File: config.mk
export PLATFORM = sky130hd
export DESIGN_NAME = bcd_snapshot_streamer
export DESIGN_NICKNAME = d
export VERILOG_FILES = /design/src/rtl/bcd_snapshot_streamer_pkg.sv /design/src/rtl/bcd_snapshot_streamer_digit_cell.sv /design/src/rtl/bcd_snapshot_streamer.sv
export SDC_FILE = /design/constraint.sdc
export NUM_CORES = 1
export LEC_CHECK = 0
export ABC_CLOCK_PERIOD_IN_PS = 6870
export CAP_MARGIN = 20
export CORE_MARGIN = 3
export CORE_UTILIZATION = 35
export CTS_BUF_LIST = sky130_fd_sc_hd__clkbuf_4 sky130_fd_sc_hd__clkbuf_8 sky130_fd_sc_hd__clkbuf_16
export DETAILED_ROUTE_END_ITERATION = 8
export PLACE_DENSITY = 0.54
export RECOVER_POWER = 100
export SLEW_MARGIN = 20
export SYNTH_ARGS = -nofsm -noshare
export SYNTH_HDL_FRONTEND = slang
export SYNTH_SLANG_ARGS = --single-unit
File: constraint.sdc
create_clock -name clk -period 6.87 [get_ports clk]
set_clock_uncertainty 0.15 [all_clocks]
set_input_delay 2.061 -clock clk [delete_from_list [all_inputs] [get_ports clk]]
set_output_delay 2.061 -clock clk [all_outputs]
set_load 0.1 [all_outputs]
File: src/rtl/bcd_snapshot_streamer_pkg.sv
// Shared BCD types and FSM states for the snapshot streamer and the downstream
// bcd_to_gray stage.
package bcd_pkg;

    typedef logic [3:0] bcd_digit_t;

    localparam bcd_digit_t BCD_MAX = 4'd9;

    typedef enum logic {IDLE, SEND} snap_state_t;

endpackage

File: src/rtl/bcd_snapshot_streamer_digit_cell.sv
// One BCD digit position of the up/down counter: next-digit value plus the
// carry/borrow passed to the next more-significant digit.
module bcd_digit_cell
    import bcd_pkg::*;
(
    input  bcd_digit_t digit_i,
    input  logic       up_i,
    input  logic       down_i,
    input  logic       cin_i,
    input  logic       bin_i,
    output bcd_digit_t digit_o,
    output logic       cout_o,
    output logic       bout_o
);

    always_comb begin
        digit_o = digit_i;
        cout_o  = 1'b0;
        bout_o  = 1'b0;
        if (up_i && cin_i) begin
            if (digit_i >= BCD_MAX) begin
                digit_o = '0;
                cout_o  = 1'b1;
            end else begin
                digit_o = digit_i + 4'd1;
            end
        end else if (down_i && bin_i) begin
            if (digit_i == '0) begin
                digit_o = BCD_MAX;
                bout_o  = 1'b1;
            end else begin
                digit_o = digit_i - 4'd1;
            end
        end
    end

endmodule

File: src/rtl/bcd_snapshot_streamer.sv
// Multi-digit BCD up/down counter that snapshots its value on request and
// streams the snapshot LSD-first over a valid/ready handshake.
module bcd_snapshot_streamer
    import bcd_pkg::*;
#(
    parameter  int unsigned DIGITS = 4,
    localparam int unsigned IW     = (DIGITS > 1) ? $clog2(DIGITS) : 1
) (
    input  logic          clk,
    input  logic          rst_n,
    input  logic          inc,
    input  logic          dec,
    input  logic          clr,
    input  logic          snap,
    output logic          busy,
    output logic          bcd_valid,
    input  logic          bcd_ready,
    output logic [3:0]    bcd,
    output logic [IW-1:0] bcd_idx,
    output logic          bcd_last,
    output logic          ovf,
    output logic          unf
);

    bcd_digit_t  count_q  [DIGITS];
    bcd_digit_t  count_d  [DIGITS];
    bcd_digit_t  count_nx [DIGITS];
    bcd_digit_t  shadow_q [DIGITS];
    bcd_digit_t  shadow_d [DIGITS];
    snap_state_t state_q, state_d;
    logic [IW-1:0] idx_q, idx_d;
    logic        ovf_q, ovf_d;
    logic        unf_q, unf_d;

    logic        up, down;
    logic [DIGITS:0] carry;
    logic [DIGITS:0] borrow;
    logic        at_last;

    // inc and dec together cancel, so neither chain is started
    assign up        = inc & ~dec;
    assign down      = dec & ~inc;
    assign carry[0]  = up;
    assign borrow[0] = down;

    for (genvar g = 0; g < DIGITS; g++) begin : g_cell
        bcd_digit_cell u_cell (
            .digit_i (count_q[g]),
            .up_i    (up),
            .down_i  (down),
            .cin_i   (carry[g]),
            .bin_i   (borrow[g]),
            .digit_o (count_nx[g]),
            .cout_o  (carry[g+1]),
            .bout_o  (borrow[g+1])
        );
    end

    always_comb begin
        count_d = count_nx;
        ovf_d   = ovf_q | carry[DIGITS];
        unf_d   = unf_q | borrow[DIGITS];
        if (clr) begin
            for (int unsigned i = 0; i < DIGITS; i++) begin
                count_d[i] = '0;
            end
            ovf_d = 1'b0;
            unf_d = 1'b0;
        end
    end

    assign at_last = (idx_q == IW'(DIGITS - 1));

    always_comb begin
        state_d  = state_q;
        idx_d    = idx_q;
        shadow_d = shadow_q;
        case (state_q)
            IDLE: begin
                // shadow takes the pre-update count, independent of inc/dec this cycle
                if (snap) begin
                    shadow_d = count_q;
                    idx_d    = '0;
                    state_d  = SEND;
                end
            end
            SEND: begin
                if (bcd_ready) begin
                    if (at_last) begin
                        idx_d   = '0;
                        state_d = IDLE;
                    end else begin
                        idx_d = idx_q + IW'(1);
                    end
                end
            end
            default: state_d = IDLE;
        endcase
    end

    always_ff @(posedge clk or negedge rst_n) begin
        if (!rst_n) begin
            for (int unsigned i = 0; i < DIGITS; i++) begin
                count_q[i]  <= '0;
                shadow_q[i] <= '0;
            end
            state_q <= IDLE;
            idx_q   <= '0;
            ovf_q   <= 1'b0;
            unf_q   <= 1'b0;
        end else begin
            count_q  <= count_d;
            shadow_q <= shadow_d;
            state_q  <= state_d;
            idx_q    <= idx_d;
            ovf_q    <= ovf_d;
            unf_q    <= unf_d;
        end
    end

    assign busy      = (state_q == SEND);
    assign bcd_valid = busy;
    assign bcd       = busy ? shadow_q[idx_q] : '0;
    assign bcd_idx   = idx_q;
    assign bcd_last  = busy & at_last;
    assign ovf       = ovf_q;
    assign unf       = unf_q;

endmodule

==> metrics.log <==
INFO  metric run_status = complete, but fails checks
INFO  metric violations = max-capacitance violations, max-slew violations
INFO  metric postSynthNetCount = 270
INFO  metric report.final.setup_viol = 0
INFO  metric min_to = shadow_q[4]
INFO  metric unrepaired_setup_endpoints_after_global_routing = no
INFO  metric insertion_delay = 280 ps
INFO  metric worst_setup_hold_path_clk_slew = 70 ps
INFO  metric number_of_warnings_reported_in_the_yosys_synthesis_log = 0
INFO  metric final_antenna_diode_count = 0
INFO  metric ys_seq_area_frac = 0.383
INFO  metric number_of_cells_traversed_by_the_worst_hold_path = 2
INFO  metric syn_area_per_cell = 9.71 um2
INFO  metric worstReg2RegStart = count_q[4]
INFO  metric worst_hold_startpoint = shadow_q[4]
INFO  metric critPathMaxStageDelay = 1190 ps
INFO  metric syn_to_final_growth = 10.1%
INFO  metric cts_buf_count = 5
INFO  metric postCtsResizedCells = 0
INFO  metric synth.mux.area_fraction = 0.0688
INFO  metric maxCapViolCount = 1
INFO  metric setup.reg_to_reg.worst_slack = 4190 ps
INFO  metric synth_compound_area_frac = 0.188
INFO  metric post_synth_xor_area_fraction = 0.0109
INFO  metric worst-setup-path-type = flop to output pin
INFO  metric power.density = 337 nW/um2
INFO  metric synth_simple_gate_area_share = 0.219
INFO  metric grt_first_pass_wirelength = 9.03 mm
INFO  metric synthAdderAreaFrac = 0.0725
INFO  metric final.period_utilization = 0.678
INFO  metric die_height = 89.1 um
INFO  metric first_iter_violations = 122
INFO  metric async_reset_ff_frac = 1.00
INFO  metric detail_route.vias_per_cell = 5.69
INFO  metric clock_tree.root_cell = sky130_fd_sc_hd__clkbuf_8
INFO  metric timing.max_slew.rel_slack = -0.343
INFO  metric critPathCaptureType = output pin
INFO  metric grt_max_degree = 38
INFO  metric tightestPinTransition = 2010 ps
INFO  metric layout.cells.most_common_list = sky130_fd_sc_hd__dfrtp_1, sky130_fd_sc_hd__nor2_1, sky130_fd_sc_hd__nand2_1
INFO  metric cts_tree = done
INFO  metric drt_pre_antenna_iters = 4
INFO  metric syn-instance-count = 249
INFO  metric min_path_type = flop to flop
INFO  metric final-max-slew-violation-count = 38
INFO  metric finalWirelength = 5.38 mm
INFO  metric core_area = 6530 um2
INFO  metric combinational_family_with_the_most_area_after_synthesis = simple AND/OR/NAND/NOR gates
INFO  metric cp_data_arrival_time = 2450 ps
INFO  metric wire_per_inst = 16.1 um
INFO  metric numPlacedInstances = 327
INFO  metric share_of_cells_above_drive_strength_1 = 0.0969
INFO  metric layout_commonest_cell = sky130_fd_sc_hd__dfrtp_1
INFO  metric stdcell_count = 335
INFO  metric cts_htree_levels = 2
INFO  metric gr-total-overflow = 0
INFO  metric worst_ep_required_time = 4660 ps
INFO  metric fill_cells = 657
INFO  metric io_buffers = 17
INFO  metric critical_register_to_register_path_endpoint = count_q[0]
INFO  metric fmax = 215 MHz
INFO  metric finalHoldViolations = 0
INFO  metric worst_setup_path_start_kind = flop
INFO  metric floorplan.initialDensity = 0.370
INFO  metric number_of_antenna_violations_at_the_first_check_in_global_routing = 0
INFO  metric postCtsSetupRepairBufs = 0
INFO  metric std_cell_rows = 29
INFO  metric detailedPlacementHpwl = 3.89 mm
INFO  metric worst-r2r-cell-count = 6
INFO  metric first_global_vias = 1776
INFO  metric vias = 1905
INFO  metric critical_path.max_fanout = 8
INFO  metric route.antenna.remaining_nets = 0
INFO  metric final_nets = 278
INFO  metric tritoncts_num_sinks = 37
INFO  metric finalWeightedCongestion = 0.809
INFO  metric post_route_setup_tns = 0 ps
INFO  metric crit_chain = mux4_2 > and2_1 > dlygate4sd3_1
INFO  metric netlist_area = 2420 um2
INFO  metric critPathSlowestCell = sky130_fd_sc_hd__dlygate4sd3_1
INFO  metric synth-seq-cells = 37
INFO  metric global_route.usage.total = 0.147
INFO  metric synth_top_flop_cell = sky130_fd_sc_hd__dfrtp_1
INFO  metric cts_max_path_buffers = 2
INFO  metric dieWidth = 89.1 um
INFO  metric synth_cell_type_count = 62
INFO  metric cts_hold_repair.buffers = 0
INFO  metric die_area = 7940 um2
INFO  metric number_of_enable_flip_flop_cells_after_synthesis = 0
INFO  metric boundaryPins = 18
INFO  metric peakVddDrop = 0.0971 mV
INFO  metric cellLeakagePower = 0.00112 uW
INFO  metric final.min_clock_period = 4660 ps
INFO  metric drt_drc_violations_left = 0
-- flip-flops by register name, summed over array words and instances (netlist names) --
signal / count
unf: 1
count_q: 16
bcd_valid: 1
ovf: 1
shadow_q: 16
bcd_idx: 2
-- power by group --
| part | switching, uW | internal, uW | leakage, uW |
|---|---|---|---|
| clock network | 76.1 | 74.3 | 0.0000484 |
| logic | 285 | 133 | 0.000576 |
| registers | 57.6 | 270 | 0.000496 |
-- how the worst max path moves through the flow --
stage	from	end	slack [ps]	depth (start not counted)
detailed placement	bcd_idx[0]	bcd[0]	2480	3
CTS	bcd_idx[0]	bcd[0]	2160	3
global placement	bcd_idx[0]	bcd[0]	2490	3
floorplan	bcd_idx[0]	bcd[0]	2360	3
global route	bcd_idx[0]	bcd[2]	2100	3
finish	bcd_idx[0]	bcd[0]	2210	3
-- cell usage after synthesis, types with 3 or more instances --
master                      number  share of area
sky130_fd_sc_hd__a2111oi_0       3          0.011
sky130_fd_sc_hd__a211oi_1        7          0.022
sky130_fd_sc_hd__a21oi_1        12          0.025
sky130_fd_sc_hd__a31oi_1         6          0.016
sky130_fd_sc_hd__and2_1          7          0.018
sky130_fd_sc_hd__clkbuf_1        8          0.012
sky130_fd_sc_hd__dfrtp_1        37           0.38
sky130_fd_sc_hd__ha_1           14          0.072
sky130_fd_sc_hd__inv_1          12          0.019
sky130_fd_sc_hd__mux2_2          5          0.023
sky130_fd_sc_hd__mux4_2          4          0.037
sky130_fd_sc_hd__nand2_1        17          0.026
sky130_fd_sc_hd__nand2b_1        4          0.010
sky130_fd_sc_hd__nand3_1         8          0.017
sky130_fd_sc_hd__nor2_1         17          0.026
sky130_fd_sc_hd__nor2b_1         3         0.0078
sky130_fd_sc_hd__nor3_1          5          0.010
sky130_fd_sc_hd__nor3b_1         4          0.012
sky130_fd_sc_hd__nor4_1          3         0.0078
sky130_fd_sc_hd__o21ai_0        14          0.029
sky130_fd_sc_hd__o21bai_1        3         0.0093
sky130_fd_sc_hd__o31ai_1         3         0.0093
sky130_fd_sc_hd__or3b_2          3          0.011
sky130_fd_sc_hd__xnor2_1         3          0.011
-- routing by layer --
layer  vias to the layer above  GRT usage  routed length (um)  part of all wire
met2                        46      0.218                2300              0.43
met3                         7     0.0359                 222             0.041
met4                         0     0.0379                  71             0.013
met1                       907      0.214                2790              0.52
li1                        945          -                   -                 -
met5                         -          0                   0                 0
-- cells by family after synthesis --
family	Yosys count
buf+inv	28
compound gates	66
xor+xnor	3
fa+ha+maj	14
simple gates	90
flops	37
mux	11
-- stage by stage --
step	util	setup WS [ps]	hold slack (ps)	total power, uW	cell area [um2]
after floorplan	-	2360	295	671	2420
after global placement	0.396	2490	314	762	2580
after detailed placement	0.396	2480	326	765	2580
after CTS	0.409	2160	344	920	2670
after global routing	0.408	2100	383	954	2660
final	0.408	2210	337	897	2660
-- cell type report --
type | instances | area, um2 | area share
repair buffers | 17 | 164 | 0.0616
clock inverters | 2 | 10.0 | 0.00376
flip-flops and latches | 37 | 926 | 0.348
well taps | 77 | 96.3 | 0.0362
multi-input cells | 184 | 1350 | 0.505
inverters | 12 | 45.0 | 0.0169
clock buffers | 6 | 76.3 | 0.0287
-- worst max-delay path: cells and delay by family, from the launching register on --
kind	cells	cell delay (ps)
buf+inv	1	1190
flops	1	500
mux	1	370
simple gates	1	110
Note: power is estimated with default switching activity, not from simulation.
